[src/rtl/dmem_arbiter_pkg.sv]
// Shared definitions for the data-RAM arbiter: owner state encoding,
// default bus widths, arbitration policy codes and a saturating counter helper.
package dmem_pkg;

    localparam int DMEM_AW = 16;
    localparam int DMEM_DW = 32;

    localparam int RR_FIXED = 0;
    localparam int RR_ROUND = 1;

    localparam logic [1:0] ST_IDLE    = 2'd0;
    localparam logic [1:0] ST_CPU_OWN = 2'd1;
    localparam logic [1:0] ST_DBG_OWN = 2'd2;

    typedef enum logic {
        OWNER_CPU = 1'b0,
        OWNER_DBG = 1'b1
    } owner_e;

    function automatic logic [15:0] sat_inc16(input logic [15:0] v);
        return (v == 16'hFFFF) ? v : v + 16'd1;
    endfunction

endpackage

[src/rtl/dmem_arbiter_if.sv]
// One requester port of the data-RAM arbiter: request/qualifiers in,
// grant/stall and read return out. master = requester, slave = arbiter.
interface dmem_arbiter_if
    import dmem_pkg::*;
#(
    parameter int AW = DMEM_AW,
    parameter int DW = DMEM_DW
);

    logic          req;
    logic          we;
    logic [AW-1:0] addr;
    logic [DW-1:0] wdata;
    logic          gnt;
    logic          stall;
    logic          rvalid;
    logic [DW-1:0] rdata;

    modport master (
        output req, we, addr, wdata,
        input  gnt, stall, rvalid, rdata
    );

    modport slave (
        input  req, we, addr, wdata,
        output gnt, stall, rvalid, rdata
    );

endinterface

[src/rtl/dmem_arb_core.sv]
// Grant decision, last-owner state register and debug starvation counter.
// Optional statistics counters are built when DMEM_ARB_STATS_EN is defined.
module dmem_arb_core
    import dmem_pkg::*;
#(
    parameter int RR_MODE  = RR_FIXED,
    parameter int MAX_WAIT = 8
) (
    input  logic        clk,
    input  logic        rst_n,
    input  logic        i_cpu_req,
    input  logic        i_dbg_req,
    output logic        o_cpu_gnt,
    output logic        o_dbg_gnt
`ifdef DMEM_ARB_STATS_EN
    ,
    output logic [15:0] o_conflict_cnt,
    output logic [15:0] o_dbg_force_cnt
`endif
);

    localparam logic [7:0] MAX_W = 8'(MAX_WAIT);

    logic [1:0] r_state;
    logic [1:0] w_state_nxt;
    owner_e     r_prev_owner;
    logic [7:0] r_wait;
    logic       w_both;
    logic       w_starved;
    logic       w_last_dbg;
    logic       w_dbg_win;

    assign w_both    = i_cpu_req & i_dbg_req;
    assign w_starved = (r_wait == MAX_W);

    // While IDLE the owner before the idle gap decides who goes next in round-robin.
    assign w_last_dbg = (r_state == ST_DBG_OWN) ||
                        ((r_state == ST_IDLE) && (r_prev_owner == OWNER_DBG));

    always_comb begin
        w_dbg_win = 1'b0;
        if (i_dbg_req) begin
            if (!i_cpu_req) begin
                w_dbg_win = 1'b1;
            end else if (RR_MODE == RR_ROUND) begin
                w_dbg_win = ~w_last_dbg;
            end else begin
                w_dbg_win = w_starved;
            end
        end
    end

    assign o_dbg_gnt = w_dbg_win;
    assign o_cpu_gnt = i_cpu_req & ~w_dbg_win;

    always_comb begin
        w_state_nxt = ST_IDLE;
        if (o_cpu_gnt) begin
            w_state_nxt = ST_CPU_OWN;
        end else if (o_dbg_gnt) begin
            w_state_nxt = ST_DBG_OWN;
        end
    end

    always_ff @(posedge clk or negedge rst_n) begin
        if (!rst_n) begin
            r_state      <= ST_IDLE;
            r_prev_owner <= OWNER_CPU;
        end else begin
            r_state <= w_state_nxt;
            if (o_cpu_gnt) begin
                r_prev_owner <= OWNER_CPU;
            end else if (o_dbg_gnt) begin
                r_prev_owner <= OWNER_DBG;
            end
        end
    end

    // Counts consecutive lost cycles of a pending debug request; round-robin never needs it.
    always_ff @(posedge clk or negedge rst_n) begin
        if (!rst_n) begin
            r_wait <= '0;
        end else if ((RR_MODE != RR_FIXED) || !i_dbg_req || o_dbg_gnt) begin
            r_wait <= '0;
        end else if (!w_starved) begin
            r_wait <= r_wait + 8'd1;
        end
    end

`ifdef DMEM_ARB_STATS_EN
    logic [15:0] r_conflict_cnt;
    logic [15:0] r_force_cnt;

    always_ff @(posedge clk or negedge rst_n) begin
        if (!rst_n) begin
            r_conflict_cnt <= '0;
            r_force_cnt    <= '0;
        end else begin
            if (w_both) begin
                r_conflict_cnt <= sat_inc16(r_conflict_cnt);
            end
            if (o_dbg_gnt && i_cpu_req && (RR_MODE == RR_FIXED)) begin
                r_force_cnt <= sat_inc16(r_force_cnt);
            end
        end
    end

    assign o_conflict_cnt  = r_conflict_cnt;
    assign o_dbg_force_cnt = r_force_cnt;
`endif

endmodule

[src/rtl/dmem_arbiter.sv]
// Shares the data-RAM port between the CPU and the debug/loader master.
// Define DMEM_ARB_STATS_EN to add the conflict_cnt / dbg_force_cnt outputs.
module dmem_arbiter
    import dmem_pkg::*;
#(
    parameter int AW       = DMEM_AW,
    parameter int DW       = DMEM_DW,
    parameter int RR_MODE  = RR_FIXED,
    parameter int MAX_WAIT = 8
) (
    input  logic          clk,
    input  logic          rst_n,
    dmem_arbiter_if.slave cpu,
    dmem_arbiter_if.slave dbg,
    output logic          ram_en,
    output logic [AW-1:0] ram_addr,
    output logic [DW-1:0] ram_wdata,
    input  logic [DW-1:0] ram_rdata
`ifdef DMEM_ARB_STATS_EN
    ,
    output logic [15:0]   conflict_cnt,
    output logic [15:0]   dbg_force_cnt
`endif
);

    logic          w_cpu_gnt;
    logic          w_dbg_gnt;
    logic          r_cpu_rvalid;
    logic          r_dbg_rvalid;
    logic [DW-1:0] r_cpu_rdata;
    logic [DW-1:0] r_dbg_rdata;

    dmem_arb_core #(
        .RR_MODE  (RR_MODE),
        .MAX_WAIT (MAX_WAIT)
    ) u_core (
        .clk             (clk),
        .rst_n           (rst_n),
        .i_cpu_req       (cpu.req),
        .i_dbg_req       (dbg.req),
        .o_cpu_gnt       (w_cpu_gnt),
        .o_dbg_gnt       (w_dbg_gnt)
`ifdef DMEM_ARB_STATS_EN
        ,
        .o_conflict_cnt  (conflict_cnt),
        .o_dbg_force_cnt (dbg_force_cnt)
`endif
    );

    assign cpu.gnt   = w_cpu_gnt;
    assign dbg.gnt   = w_dbg_gnt;
    assign cpu.stall = cpu.req & ~w_cpu_gnt;
    assign dbg.stall = dbg.req & ~w_dbg_gnt;

    // Without a debug grant the RAM sees the CPU bus; ram_en keeps it harmless.
    assign ram_addr  = w_dbg_gnt ? dbg.addr  : cpu.addr;
    assign ram_wdata = w_dbg_gnt ? dbg.wdata : cpu.wdata;
    assign ram_en    = (w_dbg_gnt & dbg.we) | (w_cpu_gnt & cpu.we);

    always_ff @(posedge clk or negedge rst_n) begin
        if (!rst_n) begin
            r_cpu_rvalid <= 1'b0;
            r_dbg_rvalid <= 1'b0;
        end else begin
            r_cpu_rvalid <= w_cpu_gnt & ~cpu.we;
            r_dbg_rvalid <= w_dbg_gnt & ~dbg.we;
        end
    end

    // RAM data is only valid for one cycle, so each port keeps its own copy afterwards.
    always_ff @(posedge clk or negedge rst_n) begin
        if (!rst_n) begin
            r_cpu_rdata <= '0;
            r_dbg_rdata <= '0;
        end else begin
            if (r_cpu_rvalid) begin
                r_cpu_rdata <= ram_rdata;
            end
            if (r_dbg_rvalid) begin
                r_dbg_rdata <= ram_rdata;
            end
        end
    end

    assign cpu.rvalid = r_cpu_rvalid;
    assign dbg.rvalid = r_dbg_rvalid;
    assign cpu.rdata  = r_cpu_rvalid ? ram_rdata : r_cpu_rdata;
    assign dbg.rdata  = r_dbg_rvalid ? ram_rdata : r_dbg_rdata;

endmodule
[src/flat_wrapper.sv]
// flat-port wrapper written by rule: the top's interface ports become plain ports
module dmem_arbiter_flat import dmem_pkg::*;
#(
    parameter int AW       = DMEM_AW,
    parameter int DW       = DMEM_DW,
    parameter int RR_MODE  = RR_FIXED,
    parameter int MAX_WAIT = 8
)
  (clk, rst_n, ram_en, ram_addr, ram_wdata, ram_rdata, cpu_req, cpu_we, cpu_addr, cpu_wdata, cpu_gnt, cpu_stall, cpu_rvalid, cpu_rdata, dbg_req, dbg_we, dbg_addr, dbg_wdata, dbg_gnt, dbg_stall, dbg_rvalid, dbg_rdata);
  dmem_arbiter_if #(.AW(AW), .DW(DW)) cpu_i ();
  dmem_arbiter_if #(.AW(AW), .DW(DW)) dbg_i ();
  input  logic clk;
  input  logic rst_n;
  output logic ram_en;
  output logic [AW-1:0] ram_addr;
  output logic [DW-1:0] ram_wdata;
  input  logic [DW-1:0] ram_rdata;
  input wire logic [$bits(cpu_i.req)-1:0] cpu_req;
  input wire logic [$bits(cpu_i.we)-1:0] cpu_we;
  input wire logic [$bits(cpu_i.addr)-1:0] cpu_addr;
  input wire logic [$bits(cpu_i.wdata)-1:0] cpu_wdata;
  output wire logic [$bits(cpu_i.gnt)-1:0] cpu_gnt;
  output wire logic [$bits(cpu_i.stall)-1:0] cpu_stall;
  output wire logic [$bits(cpu_i.rvalid)-1:0] cpu_rvalid;
  output wire logic [$bits(cpu_i.rdata)-1:0] cpu_rdata;
  input wire logic [$bits(dbg_i.req)-1:0] dbg_req;
  input wire logic [$bits(dbg_i.we)-1:0] dbg_we;
  input wire logic [$bits(dbg_i.addr)-1:0] dbg_addr;
  input wire logic [$bits(dbg_i.wdata)-1:0] dbg_wdata;
  output wire logic [$bits(dbg_i.gnt)-1:0] dbg_gnt;
  output wire logic [$bits(dbg_i.stall)-1:0] dbg_stall;
  output wire logic [$bits(dbg_i.rvalid)-1:0] dbg_rvalid;
  output wire logic [$bits(dbg_i.rdata)-1:0] dbg_rdata;
  assign cpu_i.req = cpu_req;
  assign cpu_i.we = cpu_we;
  assign cpu_i.addr = cpu_addr;
  assign cpu_i.wdata = cpu_wdata;
  assign cpu_gnt = cpu_i.gnt;
  assign cpu_stall = cpu_i.stall;
  assign cpu_rvalid = cpu_i.rvalid;
  assign cpu_rdata = cpu_i.rdata;
  assign dbg_i.req = dbg_req;
  assign dbg_i.we = dbg_we;
  assign dbg_i.addr = dbg_addr;
  assign dbg_i.wdata = dbg_wdata;
  assign dbg_gnt = dbg_i.gnt;
  assign dbg_stall = dbg_i.stall;
  assign dbg_rvalid = dbg_i.rvalid;
  assign dbg_rdata = dbg_i.rdata;
  dmem_arbiter #(.AW(AW), .DW(DW), .RR_MODE(RR_MODE), .MAX_WAIT(MAX_WAIT)) u_core (.clk(clk), .rst_n(rst_n), .cpu(cpu_i), .dbg(dbg_i), .ram_en(ram_en), .ram_addr(ram_addr), .ram_wdata(ram_wdata), .ram_rdata(ram_rdata));
endmodule
[config.mk]
export PLATFORM = sky130hd
export DESIGN_NAME = dmem_arbiter_flat
export DESIGN_NICKNAME = d
export VERILOG_FILES = /design/src/rtl/dmem_arbiter_pkg.sv /design/src/rtl/dmem_arbiter_if.sv /design/src/rtl/dmem_arb_core.sv /design/src/rtl/dmem_arbiter.sv /design/src/flat_wrapper.sv
export SDC_FILE = /design/constraint.sdc
export NUM_CORES = 1
export LEC_CHECK = 0
export CORE_MARGIN = 8
export CORE_UTILIZATION = 35
export DETAILED_ROUTE_END_ITERATION = 8
export GPL_ROUTABILITY_DRIVEN = 0
export PLACE_DENSITY = 0.82
export SETUP_SLACK_MARGIN = 0.1
export SLEW_MARGIN = 20
export SYNTH_ARGS = -nofsm -noshare
export SYNTH_HDL_FRONTEND = slang
export SYNTH_SLANG_ARGS = --single-unit
[constraint.sdc]
create_clock -name clk -period 2.5 [get_ports clk]
set_input_delay 0.25 -clock clk [delete_from_list [all_inputs] [get_ports clk]]
set_output_delay 0.25 -clock clk [all_outputs]
set_load 0.01 [all_outputs]
---- Word-level counts from Yosys, hierarchy flattened ----
Cells that the tools add are included.
operators by class
  add/sub/neg operators ................... 1
  bitwise logic cells ..................... 12
  reductions and logical operators ........ 2
  equal/unequal tests ..................... 2
  mux-type cells .......................... 8
operators by type and width
  kind                   count
  $mux W32               3
  $mux W16               1
  $mux W8                2
  $add A8 B1 Y8 const B  1
  $eq A8 B4 Y1 const B   1
  $and A1 B1 Y1          7
  $not A1 Y1             4
  $mux W1                2
  $ne A2 B1 Y1 const B   1
  $logic_not A1 Y1       1
  $logic_or A1 B1 Y1     1
  $or A1 B1 Y1           1
storage, ports and cells
  word-level logic and storage cells ...... 30
  output and inout port bits .............. 119
  flip-flop bits (word level) ............. 74

---- Depth between registers and ports, before layout ----
Gate-level depths: netlist of the first run.
  depth in word-level cells ............... 7
  depth in mapped cells ................... 7
  mapped depth without buffers ............ 6

---- Modules after synthesis ----
Synthesis of the first run repeated with hierarchy kept, for this count alone.
unflattened totals
  cell total of the unflattened synthesis .. 240
  area total of the unflattened synthesis .. 3971.3 sq um
by module, submodules not included
  module         instances  cells an instance  area each (sq um)
  dmem_arbiter   1          197                3540.9
  dmem_arb_core  1          43                 430.4

---- Least setup slack after synthesis of the first run ----
OpenSTA, ideal clock, no wires.
  path kind ............................... register -> output
  from .................................... register u_core.u_core.r_wait[0]
  to ...................................... output port ram_addr[10]
  stages on the path, launching flop included .. 7
  arrival time ............................ 1.651 ns
  path slack .............................. 0.599 ns
  data required time ...................... 2.250 ns
  cell sequence ........................... dfrtp_1 > inv_1 > ha_1 > and4bb_2 > a21oi_2 > buf_4 > mux2_1
between the ends
  word-level cells in the longest chain between the ends .. 4
RTL lines
  item                    line                 RTL
  from (decl)             dmem_arb_core.sv:27  logic [7:0] r_wait;
  from (signal assigned)  dmem_arb_core.sv:86  r_wait <= r_wait + 8'd1;
  $eq A8 B4 Y1            dmem_arb_core.sv:34  assign w_starved = (r_wait == MAX_W);
  $mux W1                 dmem_arb_core.sv:43  if (!i_cpu_req) begin
  $mux W1                 dmem_arb_core.sv:42  if (i_dbg_req) begin
  $mux W16                dmem_arbiter.sv:56   assign ram_addr = w_dbg_gnt ? dbg.addr : cpu.addr;
  to (decl)               flat_wrapper.sv:15   output logic [AW-1:0] ram_addr;
No other way between the ends.

---- Worst setup path in the final report of the first run ----
  from .................................... register u_core.u_core.r_wait[7]
  to ...................................... output port ram_wdata[1]
between the ends
  word-level cells in the longest chain between the ends .. 4
RTL lines
  item          line                 RTL
  $eq A8 B4 Y1  dmem_arb_core.sv:34
  $mux W1       dmem_arb_core.sv:43
  $mux W1       dmem_arb_core.sv:42
  $mux W32      dmem_arbiter.sv:57   assign ram_wdata = w_dbg_gnt ? dbg.wdata : cpu.wdata;
  to (decl)     flat_wrapper.sv:16   output logic [DW-1:0] ram_wdata;
No other way between the ends.

==> reports/results.ini, run 1 <==
[outcome]
outcome = finished with violations
violations = setup timing

[setup_path]
critPathMostFrequentCell = buf_6
cpPeakStageDelay_ps = 450
path_delay_family = buffers and inverters
critPathMaxFanout = 5
cp-end-kind = primary output
worst_setup_path_start_kind = flop
path_cells = nor4b_4, a21oi_4, buf_6, buf_6, buf_6, buf_16, buf_6, mux2_4, buf_6
path_buf_inv = 6
cpMaxStageDelayCell = dfrtp_1
cp.required_ps = 2250
arrival_ps = 2350
crit_type = flop to primary output

[synthesis]
yosys.cell_types.count = 26
syn_area_sq_um = 3461
syn_avg_cell_area_sq_um = 14.13
synthCells = 245
synthAdderAreaFrac = 0.007231
synthMuxAreaShare = 0.3644
synth_top_family_by_area = multiplexers
synth_xor_area_frac = 0.007592
ys_warn_count = 0
synth_compound_area_frac = 0.01988
ys_seq_elements = 74
syn-num-nets = 381
ys_seq_area_frac = 0.5351
yosys.area_share.simple = 0.03868

[clock_tree]
cts.sinks = 74
ctsHtreeMaxLevel = 3
cts_buffers = 9
cts_tree = done
path_clk_slew_ps = 80
clk_latency_ps = 340
clockBufferDepth = 2
cts-root-buf = clkbuf_8

[global_route]
grt_pass1_vias = 3660
grt.total_usage = 0.2177
grt_max_degree = 75
antenna_found_initial = 1
gr-total-overflow = 0
grt_pass1_wl_um = 21600

[pwr]
seqPwrFrac = 0.359
leakagePower_nw = 3.157
power.internal_mw = 2.933
power_density_nw_per_um2 = 556.9
ir_drop_mv = 0.5430
p_switching_mw = 1.016
switching_share = 0.2574
p_comb_frac = 0.357
clock_power_share = 0.285

[layout]
fillers = 649
final_common_cell = clkdlybuf4s50_1
postLayoutCellArea_sq_um = 7092
regArea_sq_um = 1852
drive_above_1_share = 0.3810
final_cell_mix = clkdlybuf4s50_1 (198), dfrtp_1 (74), buf_6 (57), mux2_2 (51), mux2_4 (45)
multi_input_area_sq_um = 1695
areaGrowthSynthToFinish_pct = 104.9
final_nets = 669
finish.utilization = 0.7323

[routing]
drc = 0
drtAntennaViolNets = 0
avgRoutedWirePerCell_um = 22.00
drt_iter0_drc = 92
num_vias = 3197
via_per_inst = 4.757
wl_um = 14780
dr.pass1.iters = 4

[placement]
dpl_worst_slack_ps = -50.97
io_buffers = 252
dpl.hpwl_um = 10450
postPlaceCellArea_sq_um = 6177

[timing]
final_max_slew_viol_count = 0
fin_tns_setup_ps = -1238
hold_viol = 0
holdWs_ps = 480.2
fmax_mhz = 384.6
relSlewSlack = 0.7409
skew_ps = 10.14
tightest_slew_ps = 388.6
layout_setup_ws_ps = -99.84
setup_viol = 21
period_needed_ps = 2600
period_share = 1.040
rsz0062_at_grt = true

[floorplan]
die_area_sq_um = 13330
die-width_um = 115.4
num_rows = 36
die_y_um = 115.4
io_pins = 253
start_util = 0.3574
core-area_sq_um = 9684

[hold_path]
min_path_type = input pin to asynchronous set/reset pin

[flow_run]
drv_cap = 0

## power by group through the flow
| stage | registers (mW) | logic, mW | clock network, mW |
|---|---|---|---|
| 6_report | 1.42 | 1.41 | 1.12 |
| 5_1_grt | 1.43 | 1.49 | 1.21 |
| 2_1_floorplan | 1.42 | 0.444 | 0 |
| 3_5_place_dp | 1.44 | 1.25 | 0 |
| 4_1_cts | 1.42 | 1.42 | 1.16 |
| 3_3_place_gp | 1.43 | 1.23 | 0 |
## worst min-delay path: cells and delay by family
family | cells | cell delay (ps)
buffers and inverters | 3 | 980
## state kept, by name, indices dropped and copies added, names as in the netlist
name and count:
u_core.r_cpu_rdata 32, u_core.r_dbg_rdata 32, u_core.dbg.rvalid 1, u_core.u_core.r_wait 8, u_core.cpu.rvalid 1
## final cells by class
type,count,area share
timing repair buffer,290,0.4370
multi-input combinational,151,0.2391
clock buffer,9,0.01747
sequential,74,0.2611
antenna,1,0.0003529
tap,133,0.02347
inverter,7,0.004058
clock inverter,7,0.01747
## cells in the mapped netlist
cell type | count | area, sq um
mux2_1 | 62 | 698.2
o21ai_0 | 3 | 15.01
a21oi_1 | 4 | 20.02
xnor2_1 | 1 | 8.760
nand4_1 | 1 | 6.260
inv_2 | 1 | 3.750
buf_4 | 5 | 37.54
nor2b_1 | 1 | 6.260
and4bb_2 | 1 | 12.51
xor2_1 | 2 | 17.52
or3_1 | 3 | 18.77
clkbuf_1 | 2 | 7.510
a21oi_2 | 1 | 8.760
nor4b_4 | 1 | 23.77
dfrtp_1 | 74 | 1852
inv_1 | 6 | 22.52
a21o_1 | 1 | 7.510
nand2_1 | 4 | 15.01
ha_1 | 2 | 25.02
a32o_1 | 1 | 10.01
buf_1 | 6 | 22.52
mux2_2 | 50 | 563.0
a211oi_1 | 1 | 7.510
nand3_1 | 4 | 20.02
nor3_1 | 1 | 5.000
nor2_1 | 7 | 26.28
## cells by family after synthesis
kind of cell | after synthesis
xor+xnor | 3
buf+inv | 20
simple gates | 23
fa+ha+maj | 2
compound gates | 11
mux | 112
flops | 74
## final timing paths
check	startpoint	endpoint	slack, ps	depth (start not counted)
worst max-delay path	u_core.u_core.r_wait[7]	ram_wdata[1]	-100	9
worst min-delay path	rst_n	u_core.r_cpu_rdata[9]	480	3
worst max register to register	u_core.u_core.r_wait[1]	u_core.u_core.r_wait[6]	890	7
worst min register to register	u_core.r_cpu_rdata[7]	u_core.r_cpu_rdata[7]	480	1
max in group asynchronous	rst_n	u_core.u_core.r_wait[7]	1710	3
min in group clk	u_core.r_cpu_rdata[7]	u_core.r_cpu_rdata[7]	480	1
## layer usage
layer  wire [um]  GRT usage  up-vias
li1            -          -     1443
met1        5734     0.2418     1590
met2        7567     0.3748      144
met3        1166    0.08650       20
met4         314    0.06655        0
met5           0          0        -
## through the flow
step / power (mW) / std cells
floorplan: 1.868 / 245
global placement: 2.654 / 626
detailed placement: 2.690 / 626
CTS: 3.997 / 672
global route: 4.132 / 672
finish: 3.949 / 672
## repair_timing
| item | 4_1_cts | 5_1_grt |
|---|---|---|
| endpoints found under the setup margin | 50 | 51 |
| pin swaps | 3 | 1 |
| hold buffers | 1 | 0 |
| hold endpoints to repair | 74 | 0 |
| cloned | 7 | 0 |
| resized for setup | 321 | 6 |
| buffers inserted | 23 | 2 |
(Power assumes the default switching activity.)
==> inputs of run 2 (changes only) <==
--- a/config.mk
+++ b/config.mk
@@ -5,11 +5,12 @@
 export SDC_FILE = /design/constraint.sdc
 export NUM_CORES = 1
 export LEC_CHECK = 0
+export ABC_AREA = 1
 export CORE_MARGIN = 8
 export CORE_UTILIZATION = 35
 export DETAILED_ROUTE_END_ITERATION = 8
 export GPL_ROUTABILITY_DRIVEN = 0
-export PLACE_DENSITY = 0.82
+export PLACE_DENSITY = 0.81
 export SETUP_SLACK_MARGIN = 0.1
 export SLEW_MARGIN = 20
 export SYNTH_ARGS = -nofsm -noshare
==> run 2 against run 1 <==
Compared with the run above: synthesized area is 2.6% higher; critical endpoint is now ram_wdata[16]; sequential share of layout area up 2.2 points; clock power shrank 9.8%; largest cell class unchanged; final area shrank 7.7%; non-clock buffer count down 18; sequential cell count stayed put; worst hold slack got worse by 60 ps; the run now ends clean; worst setup slack better by 290 ps.
==> reports/results.ini, run 2 <==
[setup_path]
arrival_ps = 2060  ; -290 ps
critPathMaxFanout = 12  ; +7
cpPeakStageDelay_ps = 390  ; -60 ps
critPathLaunch = u_core.u_core.r_wait[0]
rr_startpoint = u_core.u_core.r_wait[0]
cpMaxStageDelayCell = dfrtp_1
crit_type = flop to primary output
cp.required_ps = 2250  ; about the same
r2r_slack_ps = 1050  ; +160 ps
path_cells = inv_1, ha_1, nand3_2, o21ai_4, buf_12, bufbuf_16, nand3_1, nand2_1, dlygate4sd2_1
path_buf_inv = 4  ; -2
path_delay_family = buffers and inverters
worst_setup_path_start_kind = flop
cp-end-kind = primary output

[floorplan]
start_util = 0.3615  ; +0.004129
num_rows = 36  ; unchanged
die_area_sq_um = 13620  ; +2.2%
core-area_sq_um = 9819  ; +1.4%
die_y_um = 116.7  ; +1.1%
io_pins = 253  ; unchanged
die-width_um = 116.7  ; +1.1%

[pwr]
power.internal_mw = 2.688  ; -8.3%
switching_share = 0.2763  ; +0.01895
leakagePower_nw = 2.985  ; -5.4%
clock_power_share = 0.272  ; -0.013
p_switching_mw = 1.027  ; +1.0%
p_comb_frac = 0.346  ; -0.011
seqPwrFrac = 0.382  ; +0.023
ir_drop_mv = 0.2366  ; -56%
power_density_nw_per_um2 = 567.3  ; +1.9%

[synthesis]
ys_seq_elements = 74  ; unchanged
synth_ff_type = dfrtp_1
synth_area_leaders = dfrtp_1 (52%), mux2_2 (19%), nand2_1 (11%)
ys_seq_area_frac = 0.5217  ; -0.01339
yosys.cell_types.count = 19  ; -27%
synth_top_area_cell = dfrtp_1
synth_top_cell_area_share = 0.5217  ; -0.01339
syn-num-nets = 494  ; +30%
async_flop_share = 1.000  ; unchanged
syn_avg_cell_area_sq_um = 9.915  ; -30%
syn_area_sq_um = 3550  ; +2.6%
synth_edf_count = 0  ; unchanged
synthCells = 358  ; +46%
ys_warn_count = 0  ; unchanged
yosysMostFrequentCell = nand2_1
ys_top_cells_by_count = nand2_1 (106), dfrtp_1 (74), mux2_2 (60), nand3_1 (53)

[clock_tree]
cts_buffers = 9  ; unchanged
clockBufferDepth = 2  ; unchanged
path_clk_slew_ps = 80  ; about the same
cts.sinks = 74  ; unchanged
cts-root-buf = clkbuf_8
ctsHtreeMaxLevel = 3  ; unchanged
clk_latency_ps = 340  ; about the same
cts_tree = done

[global_route]
grt.total_usage = 0.2153  ; -0.002454
grt_max_degree = 34  ; -55%
grt_pass1_vias = 4035  ; +10%
antenna_found_initial = 2  ; +1
grt_pass1_wl_um = 22100  ; +2.3%
gr-total-overflow = 0  ; unchanged

[layout]
fillers = 803  ; +24%
areaGrowthSynthToFinish_pct = 84.49
final_nets = 753  ; +13%
postLayoutCellArea_sq_um = 6549  ; -7.7%
top_regs = u_core.r_cpu_rdata (32), u_core.r_dbg_rdata (32), u_core.u_core.r_wait (8)
fin_cells = 756  ; +13%
drive_above_1_share = 0.1675  ; -0.2136
finish.utilization = 0.6669  ; -0.06538
final_cell_mix = clkdlybuf4s50_1 (199), nand2_1 (106), dfrtp_1 (74), mux2_2 (60), nand3_1 (52)
final_common_cell = clkdlybuf4s50_1

[timing]
tightest_slew_ps = 523.7  ; +135.1 ps
final_max_slew_viol_count = 0  ; unchanged
setup_viol = 0  ; -100%
skew_ps = 7.713  ; -2.431 ps
fmax_mhz = 432.5  ; +12%
hold_viol = 0  ; unchanged
period_share = 0.9248  ; -0.1152
fin_tns_setup_ps = 0  ; +1238 ps
period_needed_ps = 2312  ; -288.0 ps
rsz0062_at_grt = true
relSlewSlack = 0.6509  ; -0.09005

[routing]
drtAntennaViolNets = 0  ; unchanged
num_vias = 3645  ; +14%
wl_um = 14850  ; +0.48%
avgRoutedWirePerCell_um = 19.65  ; -11%
dr.pass1.iters = 5  ; +1
via_per_inst = 4.821  ; +1.3%
drt_iter0_drc = 192  ; +110%
drc = 0  ; unchanged

[placement]
dpl.hpwl_um = 11900  ; +14%
io_buffers = 252  ; unchanged
dp_cells = 730  ; +17%
postPlaceCellArea_sq_um = 6222  ; +0.73%

[outcome]
outcome = completed

[hold_path]
min_path_type = input pin to asynchronous set/reset pin

[flow_run]
drv_cap = 0  ; unchanged

## run 2: cell count changes after synthesis, moves of 9 or more
cell,previous run,this run
nor2_1,7,16
mux2_1,62,4
nand2_1,4,106
buf_2,0,16
nand3_1,4,53
mux2_2,50,60
## run 2: per-stage QoR
| stage | hold slack, ps | setup WS, ps | total power, mW |
|---|---|---|---|
| floorplan | -45.59 | 896.0 | 1.899 |
| global placement | 241.9 | 237.2 | 2.711 |
| detailed placement | 255.3 | 211.5 | 2.755 |
| CTS | 410.9 | 104.0 | 3.751 |
| global route | 461.3 | 86.24 | 3.890 |
| finish | 419.7 | 188.1 | 3.715 |
## run 2: worst reg2reg max path: stages, from the launching register on
cell and delay, ps:
dfrtp_1 390, inv_1 60, ha_1 150, nand3_2 90
o21ai_4 180, buf_12 140, nand2_4 90, buf_6 170
nor2_1 110
## run 2: cell families (layout without fill, tap and decap cells)
logic type               Yosys count  after routing  synth area share
other                              0              2                 0
AO/OA/AOI/OAI                      2              2          0.003876
buffers and inverters             34            297           0.04476
adder cells (fa/ha/maj)            2              2          0.007049
XOR/XNOR                           5              5           0.01234
multiplexers                      64             64            0.2030
flip-flops                        74             74            0.5217
AND/OR/NAND/NOR                  177            177            0.2073
## run 2: area by class of cell
cell class	instances	area, sq um	share of cell area
timing repair buffer	272	2718	0.4150
sequential	74	1852	0.2828
multi-input combinational	250	1556	0.2377
tap	133	166.4	0.02541
clock buffer	9	123.9	0.01891
clock inverter	6	90.09	0.01376
inverter	10	37.54	0.005732
antenna	2	5.005	0.0007642
## run 2: routing by layer
layer / track usage / wire, um / part of all wire
met4: 0.1357 / 782 / 0.053
met2: 0.3987 / 7833 / 0.53
met3: 0.07135 / 1393 / 0.094
met5: 0 / 0 / 0
met1: 0.1989 / 4843 / 0.33
## run 2: repair_timing
action                                  4_1_cts  5_1_grt
buffers inserted                              4        1
endpoints found under the hold margin        22        0
pin swaps                                     1        2
hold buffers                                  1        0
endpoints found under the setup margin       52       26
resized for setup                            55       19
cloned                                        3        0
## run 2: final timing paths
check,cells past startpoint,end
max,9,ram_wdata[16]
min,2,u_core.r_cpu_rdata[9]
max reg2reg,8,u_core.dbg.rvalid
min reg2reg,1,u_core.r_cpu_rdata[9]
max in group asynchronous,3,u_core.r_dbg_rdata[17]
min in group clk,4,u_core.u_core.r_wait[2]
## run 2: power groups by stage
stage | combinational, mW | clock, mW | sequential [mW]
6_report | 1.29 | 1.01 | 1.42
5_1_grt | 1.37 | 1.08 | 1.44
4_1_cts | 1.30 | 1.03 | 1.42
3_5_place_dp | 1.31 | 0 | 1.45
3_3_place_gp | 1.28 | 0 | 1.43
2_1_floorplan | 0.476 | 0 | 1.42
